[config.mk]
export PLATFORM = sky130hd
export DESIGN_NAME = sync_reg_bank
export DESIGN_NICKNAME = d
export VERILOG_FILES = /design/src/rtl/sync_reg_bank.sv
export SDC_FILE = /design/constraint.sdc
export NUM_CORES = 1
export LEC_CHECK = 0
export BUFFER_PORTS_ARGS = -buffer_cell sky130_fd_sc_hd__buf_4
export CAP_MARGIN = 20
export CORE_AREA = 2 2 122 183
export DETAILED_ROUTE_END_ITERATION = 10
export DIE_AREA = 0 0 124 185
export GPL_ROUTABILITY_DRIVEN = 0
export SYNTH_ARGS = -nofsm -noshare
export SYNTH_HDL_FRONTEND = slang
export SYNTH_SLANG_ARGS = --single-unit
[constraint.sdc]
create_clock -name clk -period 1.7 [get_ports clk]
set_input_delay 0.34 -clock clk [delete_from_list [all_inputs] [get_ports clk]]
set_output_delay 0.34 -clock clk [all_outputs]
set_load 0.05 [all_outputs]
[src/rtl/sync_reg_bank.sv]
// sync_reg_bank: NREGS x WIDTH register bank with one write port, two
// registered read ports (A/B) and a per-register pending scoreboard.
// Optional macro SYNC_REG_BANK_BYPASS_EN selects write-first forwarding on a
// same-index read/write collision; when undefined, reads return old contents.
//
// Ports:
//   clk, reset           clock; synchronous active-high reset
//   we/wr_sel/wr_data    write port (clears pending on the written index)
//   rsv/rsv_sel          reserve request (sets pending on rsv_sel)
//   rd_en_x/rd_sel_x     read requests for ports A and B
//   rd_data_x/rd_ok_x    registered read data and operand-valid flag
//   pending              scoreboard vector, bit i = register i pending
module sync_reg_bank #(
  parameter int unsigned  WIDTH = 16,
  parameter int unsigned  NREGS = 8,
  localparam int unsigned SELW  = (NREGS > 1) ? $clog2(NREGS) : 1
) (
  input  logic             clk,
  input  logic             reset,
  input  logic             we,
  input  logic [SELW-1:0]  wr_sel,
  input  logic [WIDTH-1:0] wr_data,
  input  logic             rsv,
  input  logic [SELW-1:0]  rsv_sel,
  input  logic             rd_en_a,
  input  logic [SELW-1:0]  rd_sel_a,
  input  logic             rd_en_b,
  input  logic [SELW-1:0]  rd_sel_b,
  output logic [WIDTH-1:0] rd_data_a,
  output logic             rd_ok_a,
  output logic [WIDTH-1:0] rd_data_b,
  output logic             rd_ok_b,
  output logic [NREGS-1:0] pending
);

  logic [WIDTH-1:0] regs_q [NREGS];
  logic [WIDTH-1:0] regs_d [NREGS];
  logic [NREGS-1:0] pending_q, pending_d;
  logic [WIDTH-1:0] rd_data_a_q, rd_data_a_d;
  logic [WIDTH-1:0] rd_data_b_q, rd_data_b_d;
  logic             rd_ok_a_q, rd_ok_a_d;
  logic             rd_ok_b_q, rd_ok_b_d;

  logic wr_hit, rsv_hit, a_hit, b_hit;

  // Index range check; widened so the compare stays meaningful for
  // non-power-of-two NREGS.
  function automatic logic in_range(input logic [SELW-1:0] s);
    return (32'(s) < NREGS);
  endfunction

  assign wr_hit  = we  && in_range(wr_sel);
  assign rsv_hit = rsv && in_range(rsv_sel);
  assign a_hit   = in_range(rd_sel_a);
  assign b_hit   = in_range(rd_sel_b);

  // Next-state: write, then reserve (reserve wins on same index), then reads
  // from pre-edge state.
  always_comb begin
    regs_d      = regs_q;
    pending_d   = pending_q;
    rd_data_a_d = rd_data_a_q;
    rd_ok_a_d   = rd_ok_a_q;
    rd_data_b_d = rd_data_b_q;
    rd_ok_b_d   = rd_ok_b_q;

    if (wr_hit) begin
      regs_d[wr_sel]    = wr_data;
      pending_d[wr_sel] = 1'b0;
    end
    if (rsv_hit) begin
      pending_d[rsv_sel] = 1'b1;
    end

    if (rd_en_a) begin
      if (a_hit) begin
        rd_data_a_d = regs_q[rd_sel_a];
        rd_ok_a_d   = ~pending_q[rd_sel_a];
`ifdef SYNC_REG_BANK_BYPASS_EN
        // Forward the in-flight write; a same-cycle reserve marks it stale.
        if (wr_hit && (wr_sel == rd_sel_a)) begin
          rd_data_a_d = wr_data;
          rd_ok_a_d   = ~(rsv_hit && (rsv_sel == rd_sel_a));
        end
`endif
      end else begin
        rd_data_a_d = '0;
        rd_ok_a_d   = 1'b1;
      end
    end

    if (rd_en_b) begin
      if (b_hit) begin
        rd_data_b_d = regs_q[rd_sel_b];
        rd_ok_b_d   = ~pending_q[rd_sel_b];
`ifdef SYNC_REG_BANK_BYPASS_EN
        if (wr_hit && (wr_sel == rd_sel_b)) begin
          rd_data_b_d = wr_data;
          rd_ok_b_d   = ~(rsv_hit && (rsv_sel == rd_sel_b));
        end
`endif
      end else begin
        rd_data_b_d = '0;
        rd_ok_b_d   = 1'b1;
      end
    end
  end

  // State registers with synchronous reset.
  always_ff @(posedge clk) begin
    if (reset) begin
      for (int i = 0; i < int'(NREGS); i++) begin
        regs_q[i] <= '0;
      end
      pending_q   <= '0;
      rd_data_a_q <= '0;
      rd_ok_a_q   <= 1'b0;
      rd_data_b_q <= '0;
      rd_ok_b_q   <= 1'b0;
    end else begin
      regs_q      <= regs_d;
      pending_q   <= pending_d;
      rd_data_a_q <= rd_data_a_d;
      rd_ok_a_q   <= rd_ok_a_d;
      rd_data_b_q <= rd_data_b_d;
      rd_ok_b_q   <= rd_ok_b_d;
    end
  end

  assign rd_data_a = rd_data_a_q;
  assign rd_ok_a   = rd_ok_a_q;
  assign rd_data_b = rd_data_b_q;
  assign rd_ok_b   = rd_ok_b_q;
  assign pending   = pending_q;

endmodule

==> results.cfg <==
[timing]
whs_ns = 0.194
post-route-min-period_ns = 1.44
finalHoldViolCount = 0
rsz0062_at_grt = no
period_share = 0.849
max_slew_margin = 0.447
max_freq_mhz = 693
tightest_slew_ns = 0.827
fin_skew_ns = 0.0103
drv_slew = 0
setup_violations = 0
layout_setup_ws_ns = 0.256

[worst_setup_path]
cp.depth = 1
worstSetupStartpointType = register
cpPeakStageDelay_ns = 0.43
crit_required_ns = 1.36
worstRegToRegCells = 4
cpMaxStageDelayCell = dfxtp_1
cp_max_fo = 2
path_buf_inv = 1
crit_type = reg2out
endpoint_kind = output port
path_cells = buf_4
critPathArrivalTime_ns = 1.10
cp_top_family = flip-flops

[floorplan]
die_w_um = 124
initial_core_util = 0.390
row_count = 66
core_area_mm2 = 0.0215
die-area_mm2 = 0.0229
die_y_um = 185
pin_count = 76

[drt]
drt_wl_total_mm = 26.3
avgViaCountPerCell = 5.54
wl_per_cell_um = 20.0
drtPass1Iterations = 4
route.detailed.drc = 0
vias = 7263
drtIter0Drc = 654
detail-route-antenna-nets = 0

[clock_network]
clk_latency_ns = 0.44
cts_tree = yes
path_clk_slew_ns = 0.07
cts.sinks = 170
cts_resized = 0
cts_hold_buf = 0
post_cts_buffers = 0
max-clock-path-buffers = 2
cts-root-buf = clkbuf_16
htree_num_levels = 4
cts_buffers = 17

[logic_synthesis]
synth_compound_area_frac = 0.193
yosys.area_share.adder = 0
synth_fp_nets = 1008
avgSynthCellArea_um2 = 8.60
synthXorXnorAreaFrac = 0
synthMuxAreaShare = 0.170
ys_warn_count = 0
synth_area_mm2 = 0.00837
yosysTopAreaCellShare = 0.407
synth_top_family_by_area = compound AO/OA/AOI/OAI gates
synth.area.top_cells = dfxtp_1, nand2_1, mux2i_1
yosysTopAreaCell = dfxtp_1
ys_ff_latch = 170
synth_edf_count = 0
syn-instance-count = 974
synth-async-reset-ratio = 0
synth_commonest_cells = nand2_1, dfxtp_1, a21oi_1
synthSimpleGateAreaFrac = 0.160
synth_top_flop_cell = dfxtp_1
synth_seq_area_share = 0.407
synthDistinctLibCells = 29
synth_most_common_cell = nand2_1

[power_and_ir_drop]
cellPowerDensity_mw_per_mm2 = 936
pwr-share-comb = 0.152
p_leak_nw = 3.72
clkPwrFrac = 0.393
swShare = 0.289
peakVddDrop_uv = 776
power_frac_seq = 0.456
internal-power_mw = 6.57
power_switching_mw = 2.67
power_mw = 9.24

[place]
dpl_worst_slack_ns = -0.0762
dp_cells = 1280
io_buffers = 75
place_hpwl_mm = 16.7

[global_route]
grt_max_degree = 64
grt_pass1_vias = 6943
track_usage = 0.235
grt_pass1_wl_mm = 40.4
antenna_found_initial = 0
grt_overflow = 0

[job]
maxCapViolations = 0

[finish]
final_nets = 1061
drive_above_1_share = 0.230
areaGrowthSynthToFinish_pct = 18.0
diodes = 0
instances_no_fill = 1312

[status]
status = finished, final reports clean

[min_path]
hold_path_depth = 3
hold_path_class = in2reg
[cell families after synthesis]
| kind of cell | count (synthesis) |
|---|---|
| AOI/OAI and AO/OA | 238 |
| buffers and inverters | 92 |
| muxes | 134 |
| and+or+nand+nor | 340 |
| DFF | 170 |
[per-stage QoR]
stage	util	TNS, ns	instance area [um2]
after floorplan	-	0	8370
after global placement	0.435	-0.750	9340
after detailed placement	0.435	-0.535	9340
after CTS	0.460	0	9880
after global routing	0.460	0	9880
final	0.460	0	9880
[power by group through the flow]
stage | logic (mW) | clock network [mW] | registers (mW)
after floorplan | 0.736 | 0 | 4.50
after global placement | 1.39 | 0 | 4.30
after detailed placement | 1.40 | 0 | 4.30
after CTS | 1.40 | 3.66 | 4.21
after global routing | 1.49 | 3.85 | 4.22
final | 1.40 | 3.63 | 4.21
[final timing paths]
kind                              startpoint  slack (ns)           end
worst min-delay path              wr_data[1]        0.19    regs_q[49]
worst max-delay path            rd_data_b[1]        0.26  rd_data_b[1]
worst min register to register    regs_q[36]        0.47    regs_q[36]
worst max register to register    regs_q[81]        0.39  rd_data_a[1]
[flip-flops by register name (all words and copies together) (netlist names)]
register	count
rd_ok_b	1
regs_q	128
rd_ok_a	1
rd_data_b	16
rd_data_a	16
pending	8
[layout make-up]
| type | count | area [um2] |
|---|---|---|
| Fill cell | 2125 | 11600 |
| Timing Repair Buffer | 126 | 1220 |
| Sequential cell | 170 | 3400 |
| Clock inverter | 11 | 87.6 |
| Clock buffer | 21 | 450 |
| Tap cell | 272 | 340 |
| Multi-Input combinational cell | 712 | 4370 |
[routing by layer]
metal	wire length, um	vias to the layer above	track usage
li1	-	3523	-
met1	11700	3504	0.303
met2	12500	200	0.386
met3	1470	36	0.0443
met4	589	0	0.0876
met5	0	-	0
[placed cells by master (no fill, tap or decap), types with 9 or more instances in the layout]
master | synthesis | routed
nand2_1 | 264 | 264
dfxtp_1 | 170 | 170
a21oi_1 | 129 | 129
buf_4 | 1 | 104
mux2i_1 | 70 | 70
mux2_2 | 62 | 62
nor2_1 | 51 | 51
o22ai_1 | 26 | 26
a221o_1 | 26 | 26
buf_12 | 9 | 22
a211oi_2 | 20 | 20
clkbuf_16 | 0 | 17
a211oi_1 | 14 | 14
nor2b_1 | 10 | 10
a22oi_1 | 9 | 9
Power figures use the tool's default switching activity.
